### src/rtl/vga_controller.sv
// ---------------------------------------------------------------------------
// vga_controller
//
// 640x480 @ 60 Hz VGA timing generator with a simple score display.
// While the game runs, the score is drawn as a row of green segments on a
// dark-blue background. Once the game is over, the whole visible area turns
// red.
//
// Parameters
//   SEG_WIDTH  : width in pixels of one score segment (last 4 columns are a gap)
//   MAX_SEGS   : maximum number of segments drawn
//   H_* / V_*  : raster geometry (visible, front porch, sync, back porch)
//   BAR_TOP    : first row of the segment bar
//   BAR_BOTTOM : last row of the segment bar (inclusive)
//
// Ports
//   ingame   in   1 = game running, 0 = game over
//   score    in   current score, unsigned
//   clk25    in   25 MHz pixel clock, the only clock
//   reset    in   synchronous, active-high reset
//   hSync    out  horizontal sync, active low
//   vSync    out  vertical sync, active low
//   VGA_R/G/B out 4-bit colour channels
//   ps2_clk  io   reserved, always high-impedance
//   ps2_data io   reserved, always high-impedance
//
// Timing: hSync, vSync and RGB are all registered from the same counter
// state, so each pin shows the pixel addressed by the counters one clock
// earlier. ingame and score are captured at the first pixel of a frame and
// held for the rest of it.
// ---------------------------------------------------------------------------
module vga_controller #(
  parameter int SEG_WIDTH  = 50,
  parameter int MAX_SEGS   = 12,
  parameter int H_VISIBLE  = 640,
  parameter int H_FRONT    = 16,
  parameter int H_SYNC     = 96,
  parameter int H_BACK     = 48,
  parameter int V_VISIBLE  = 480,
  parameter int V_FRONT    = 10,
  parameter int V_SYNC     = 2,
  parameter int V_BACK     = 33,
  parameter int BAR_TOP    = 200,
  parameter int BAR_BOTTOM = 279
) (
  input  logic        ingame,
  input  logic [31:0] score,
  input  logic        clk25,
  input  logic        reset,
  output logic        hSync,
  output logic        vSync,
  output logic [3:0]  VGA_R,
  output logic [3:0]  VGA_G,
  output logic [3:0]  VGA_B,
  inout  wire         ps2_clk,
  inout  wire         ps2_data
);

  // -------------------------------------------------------------------------
  // Geometry
  // -------------------------------------------------------------------------
  localparam int H_TOTAL = H_VISIBLE + H_FRONT + H_SYNC + H_BACK;
  localparam int V_TOTAL = V_VISIBLE + V_FRONT + V_SYNC + V_BACK;
  localparam int HW      = $clog2(H_TOTAL);
  localparam int VW      = $clog2(V_TOTAL);
  localparam int SXW     = $clog2(SEG_WIDTH);
  localparam int SEGW    = $clog2(MAX_SEGS + 1);

  localparam logic [HW-1:0]   H_LAST       = HW'(H_TOTAL - 1);
  localparam logic [HW-1:0]   H_VIS_END    = HW'(H_VISIBLE);
  localparam logic [HW-1:0]   H_SYNC_FIRST = HW'(H_VISIBLE + H_FRONT);
  localparam logic [HW-1:0]   H_SYNC_LAST  = HW'(H_VISIBLE + H_FRONT + H_SYNC - 1);

  localparam logic [VW-1:0]   V_LAST       = VW'(V_TOTAL - 1);
  localparam logic [VW-1:0]   V_VIS_END    = VW'(V_VISIBLE);
  localparam logic [VW-1:0]   V_SYNC_FIRST = VW'(V_VISIBLE + V_FRONT);
  localparam logic [VW-1:0]   V_SYNC_LAST  = VW'(V_VISIBLE + V_FRONT + V_SYNC - 1);
  localparam logic [VW-1:0]   V_BAR_TOP    = VW'(BAR_TOP);
  localparam logic [VW-1:0]   V_BAR_BOTTOM = VW'(BAR_BOTTOM);

  localparam logic [SXW-1:0]  SX_LAST      = SXW'(SEG_WIDTH - 1);
  localparam logic [SXW-1:0]  SX_GAP_FIRST = SXW'(SEG_WIDTH - 4);
  localparam logic [SEGW-1:0] SEGS_MAX     = SEGW'(MAX_SEGS);
  localparam logic [31:0]     SCORE_CAP    = 32'(MAX_SEGS);

  // Colours as {R, G, B}
  localparam logic [11:0] RGB_BLACK = 12'h000;
  localparam logic [11:0] RGB_RED   = 12'hF00;
  localparam logic [11:0] RGB_GREEN = 12'h0F0;
  localparam logic [11:0] RGB_BLUE  = 12'h004;

  // -------------------------------------------------------------------------
  // State
  // -------------------------------------------------------------------------
  logic [HW-1:0]   h_count;
  logic [VW-1:0]   v_count;
  logic [SXW-1:0]  seg_x;       // column inside the current segment slot
  logic [SEGW-1:0] seg_idx;     // index of the current segment slot, saturating
  logic            ingame_q;
  logic [31:0]     score_q;

  // -------------------------------------------------------------------------
  // Combinational pixel decode
  // -------------------------------------------------------------------------
  logic            frame_start;
  logic            ingame_eff;
  logic [31:0]     score_eff;
  logic [SEGW-1:0] segs;
  logic            visible;
  logic            bar_row;
  logic            seg_on;
  logic            h_sync_act;
  logic            v_sync_act;
  logic [11:0]     pix_rgb;

  always_comb begin
    frame_start = (h_count == '0) && (v_count == '0);

    // The first pixel of a frame is drawn with the values being captured on
    // that same edge, so every pixel of a frame sees one consistent pair.
    ingame_eff  = frame_start ? ingame : ingame_q;
    score_eff   = frame_start ? score  : score_q;

    // Full 32-bit compare: any score at or above the cap draws MAX_SEGS.
    segs        = (score_eff >= SCORE_CAP) ? SEGS_MAX : score_eff[SEGW-1:0];

    visible     = (h_count < H_VIS_END) && (v_count < V_VIS_END);
    bar_row     = (v_count >= V_BAR_TOP) && (v_count <= V_BAR_BOTTOM);
    seg_on      = (seg_idx < segs) && (seg_x < SX_GAP_FIRST);

    h_sync_act  = (h_count >= H_SYNC_FIRST) && (h_count <= H_SYNC_LAST);
    v_sync_act  = (v_count >= V_SYNC_FIRST) && (v_count <= V_SYNC_LAST);

    pix_rgb = RGB_BLACK;
    if (visible) begin
      if (!ingame_eff) begin
        pix_rgb = RGB_RED;
      end else if (bar_row && seg_on) begin
        pix_rgb = RGB_GREEN;
      end else begin
        pix_rgb = RGB_BLUE;
      end
    end
  end

  // -------------------------------------------------------------------------
  // Raster counters
  // -------------------------------------------------------------------------
  always_ff @(posedge clk25) begin
    if (reset) begin
      h_count <= '0;
      v_count <= '0;
    end else if (h_count == H_LAST) begin
      h_count <= '0;
      v_count <= (v_count == V_LAST) ? '0 : v_count + 1'b1;
    end else begin
      h_count <= h_count + 1'b1;
    end
  end

  // Segment position tracks h_count incrementally, which avoids a divider
  // for "x mod SEG_WIDTH" and a multiplier for "segs * SEG_WIDTH". The slot
  // index stops at MAX_SEGS because nothing past it is ever drawn.
  always_ff @(posedge clk25) begin
    if (reset || (h_count == H_LAST)) begin
      seg_x   <= '0;
      seg_idx <= '0;
    end else if (seg_x == SX_LAST) begin
      seg_x <= '0;
      if (seg_idx != SEGS_MAX) begin
        seg_idx <= seg_idx + 1'b1;
      end
    end else begin
      seg_x <= seg_x + 1'b1;
    end
  end

  // -------------------------------------------------------------------------
  // Per-frame input capture
  // -------------------------------------------------------------------------
  always_ff @(posedge clk25) begin
    if (reset) begin
      ingame_q <= 1'b0;
      score_q  <= '0;
    end else if (frame_start) begin
      ingame_q <= ingame;
      score_q  <= score;
    end
  end

  // -------------------------------------------------------------------------
  // Output registers: one common stage for sync and colour
  // -------------------------------------------------------------------------
  always_ff @(posedge clk25) begin
    if (reset) begin
      hSync <= 1'b1;
      vSync <= 1'b1;
      VGA_R <= '0;
      VGA_G <= '0;
      VGA_B <= '0;
    end else begin
      hSync <= ~h_sync_act;
      vSync <= ~v_sync_act;
      VGA_R <= pix_rgb[11:8];
      VGA_G <= pix_rgb[7:4];
      VGA_B <= pix_rgb[3:0];
    end
  end

  // PS/2 lines are reserved for a future keyboard interface.
  assign ps2_clk  = 1'bz;
  assign ps2_data = 1'bz;

endmodule

### config.mk
export PLATFORM = sky130hd
export DESIGN_NAME = vga_controller
export DESIGN_NICKNAME = d
export VERILOG_FILES = /design/src/rtl/vga_controller.sv
export SDC_FILE = /design/constraint.sdc
export NUM_CORES = 1
export LEC_CHECK = 0
export BUFFER_PORTS_ARGS = -buffer_cell sky130_fd_sc_hd__buf_2
export CORE_ASPECT_RATIO = 1.5
export CORE_MARGIN = 2
export CORE_UTILIZATION = 55
export CTS_BUF_LIST = sky130_fd_sc_hd__clkbuf_16
export DETAILED_ROUTE_END_ITERATION = 8
export HOLD_SLACK_MARGIN = 0.05
export PLACE_DENSITY_LB_ADDON = 0.2
export SETUP_SLACK_MARGIN = 0.1
export SYNTH_ARGS = -nofsm -noshare
export SYNTH_HDL_FRONTEND = slang
export SYNTH_SLANG_ARGS = --single-unit
### constraint.sdc
create_clock -name clk25 -period 5.35 [get_ports clk25]
set_input_delay 0.2675 -clock clk25 [delete_from_list [all_inputs] [get_ports clk25]]
set_output_delay 0.2675 -clock clk25 [all_outputs]
set_load 0.03 [all_outputs]
==> flow_summary.yaml <==
floorplan:
  die_area_um2: 6390
  ioPinCount: 51
  dieWidth_um: 65.9
  initial_core_util: 0.572
  die_h_um: 96.9
  fp-row-count: 33
  core_um2: 5530
clocking:
  cts_num_sinks: 68
  cts_root_buf: "clkbuf_16"
  insertion_delay_ns: 0.33
  post_cts_buffers: 0
  cts_hold_buf: 0
  cts_resized: 0
  numCtsBuffers: 9
  clk_pin_slew_ns: 0.05
  htreeDepth: 3
  clockBufferDepth: 2
  cts_tree: "done"
detailed_routing:
  ant_nets: 0
  wl_per_cell_um: 13.4
  via_per_inst: 5.39
  drc: 0
  vias: 2620
  first_pass_iters: 4
  dr.first_iter.drc_count: 159
  routed_wl_mm: 6.50
synth:
  synth_edf_count: 0
  syn_area_um2: 3170
  synth_seq_cells: 68
  ys_seq_area_frac: 0.430
  synth_area_leaders: "dfxtp_1, nand2_1, nor2_1"
  synth_top_area_cell: "dfxtp_1"
  syn_inst: 373
  ys.flop_type: "dfxtp_1"
  yosysUniqueCellTypes: 42
  avgSynthCellArea_um2: 8.49
  async_flop_share: 0
  synth_top_area_frac: 0.430
  yosys_warnings: 0
timing:
  maxSlewHeadroom: 0.449
  setup_viol: 0
  slew_viol_final: 0
  hold_ws_ns: 0.200
  fin_setup_tns_ns: 0
  layout_setup_ws_ns: 1.44
  hold_viol: 0
  finalCriticalPeriod_ns: 3.91
  grt_setup_unrepaired: "false"
  worstMarginPinSlew_ns: 0.826
  fin_worst_skew_ns: 0.00554
  post-route-period-util: 0.730
  clock.fmax_ghz: 0.256
status:
  status: "finished clean"
global_route:
  grt_usage: 0.213
  grt_max_degree: 40
  antenna_found_initial: 0
  grt_pass1_vias: 2503
  grt_overflow: 0
  grt_pass1_wl_mm: 10.6
setup_path:
  path_buf_inv: 1
  crit_fanout: 31
  critPathTopFamily: "simple AND/OR/NAND/NOR gates"
  start_kind: "register"
  required_ns: 5.58
  critical_path_arrival_ns: 4.14
  path_class: "reg -> reg"
  cp_cell_sequence: "or3_4, or4b_4, or3_1, buf_4, mux2i_1, or2_1, ha_1, and3_1, a2111oi_0, nand3_1, nor4b_1"
  cp_slowest_cell: "a2111oi_0"
  max_stage_delay_ns: 0.59
  worstSetupEndpointType: "register"
power:
  p_leak_nw: 1.50
  vdd_ir_drop_max_mv: 0.231
  p_per_area_nw_per_um2: 344
job:
  maxCapViolations: 0
cells_and_area:
  drive_gt1_frac: 0.204
  num_antenna_cells: 0
  fin_nets: 457
  finalNonFillerCells: 486
  area_growth_pct: 14.6
placed_design:
  gp_congestion: 0.835
  port_buffers: 45
  post-place-ws_ns: 1.46
  dp_cells: 470
  dpl.hpwl_mm: 4.77
hold_path:
  min_path_type: "in -> reg"
## routing by layer
| metal | part of all wire | up-vias | global-route usage |
|---|---|---|---|
| met3 | 0.034 | 15 | 0.0419 |
| met1 | 0.40 | 1207 | 0.215 |
| met4 | 0.024 | 0 | 0.111 |
| met5 | 0 | - | 0 |
| li1 | - | 1344 | - |
| met2 | 0.54 | 54 | 0.395 |
## worst min-delay path: stages
cell and delay (ns):
buf_2 0.11, nand2_1 0.05, a21oi_1 0.05
## kinds of logic (layout without fill, tap and decap cells)
family | after synthesis | in the layout | synth area share
AOI/OAI and AO/OA | 48 | 48 | 0.0925
adders and majority gates | 11 | 11 | 0.0435
other | 1 | 5 | 0.00118
and+or+nand+nor | 186 | 186 | 0.292
buffers and inverters | 33 | 72 | 0.0624
DFF | 68 | 68 | 0.430
xor gates and xnor gates | 20 | 20 | 0.0553
muxes | 6 | 6 | 0.0229
## worst paths after layout
kind         depth (start not counted)     endpoint  startpoint  slack [ns]
max reg2reg                         11     VGA_G[2]  h_count[5]        1.44
min reg2reg                          2   score_q[8]  score_q[8]        0.45
min                                  3  score_q[16]   score[16]        0.20
max                                 11     VGA_G[2]  h_count[5]        1.44
## layout by cell type, fill, tap and decap left out, types with 6 or more instances in the layout
master | synthesis | final
a21oi_2 | 10 | 10
nand2_1 | 63 | 63
a21oi_1 | 26 | 26
xor2_1 | 15 | 15
nand4_1 | 11 | 11
o21ai_0 | 6 | 6
clkbuf_16 | 0 | 9
buf_2 | 2 | 45
nor4_1 | 15 | 15
nor2_1 | 38 | 38
nand3_1 | 17 | 17
nand2_2 | 10 | 10
and3_1 | 10 | 10
inv_1 | 9 | 10
dfxtp_1 | 68 | 68
ha_1 | 11 | 11
## power by group
group          internal [mW]  switching [mW]  leakage, nW
Sequential             0.535          0.0176        0.556
Clock                  0.353           0.203        0.141
Combinational         0.0526          0.0876        0.798
Total                  0.941           0.309         1.50
## sequential cells by signal (all words and copies together), names as in the netlist
name	count
score_q	32
seg_x	6
hSync	1
VGA_B	1
h_count	10
VGA_G	1
ingame_q	1
v_count	10
VGA_R	1
seg_idx	4
vSync	1
## metrics by stage
stage	util	power, mW	instance area [µm²]
finish	0.656	1.25	3630
global placement	0.604	0.703	3340
global route	0.656	1.30	3630
floorplan	-	0.677	3180
detailed placement	0.604	0.706	3340
CTS	0.656	1.26	3630
## layout make-up
type,instances,area [µm²]
Tap cell,70,87.6
Multi-Input combinational cell,276,1620
Clock inverter,7,58.8
Timing Repair Buffer,47,240
Clock buffer,9,225
Sequential cell,68,1360
Fill cell,470,1900
Inverter,9,33.8
## cells in the mapped netlist (all sizes together) (7+ instances only)
cell and instances:
nor2 38, nand4 11, and3 10, inv 9
nand3 17, xor2 15, ha 11, a21oi 36
dfxtp 68, o21ai 7, buf 19, nand2 73
nor4 15
Power figures use the tool's default switching activity.
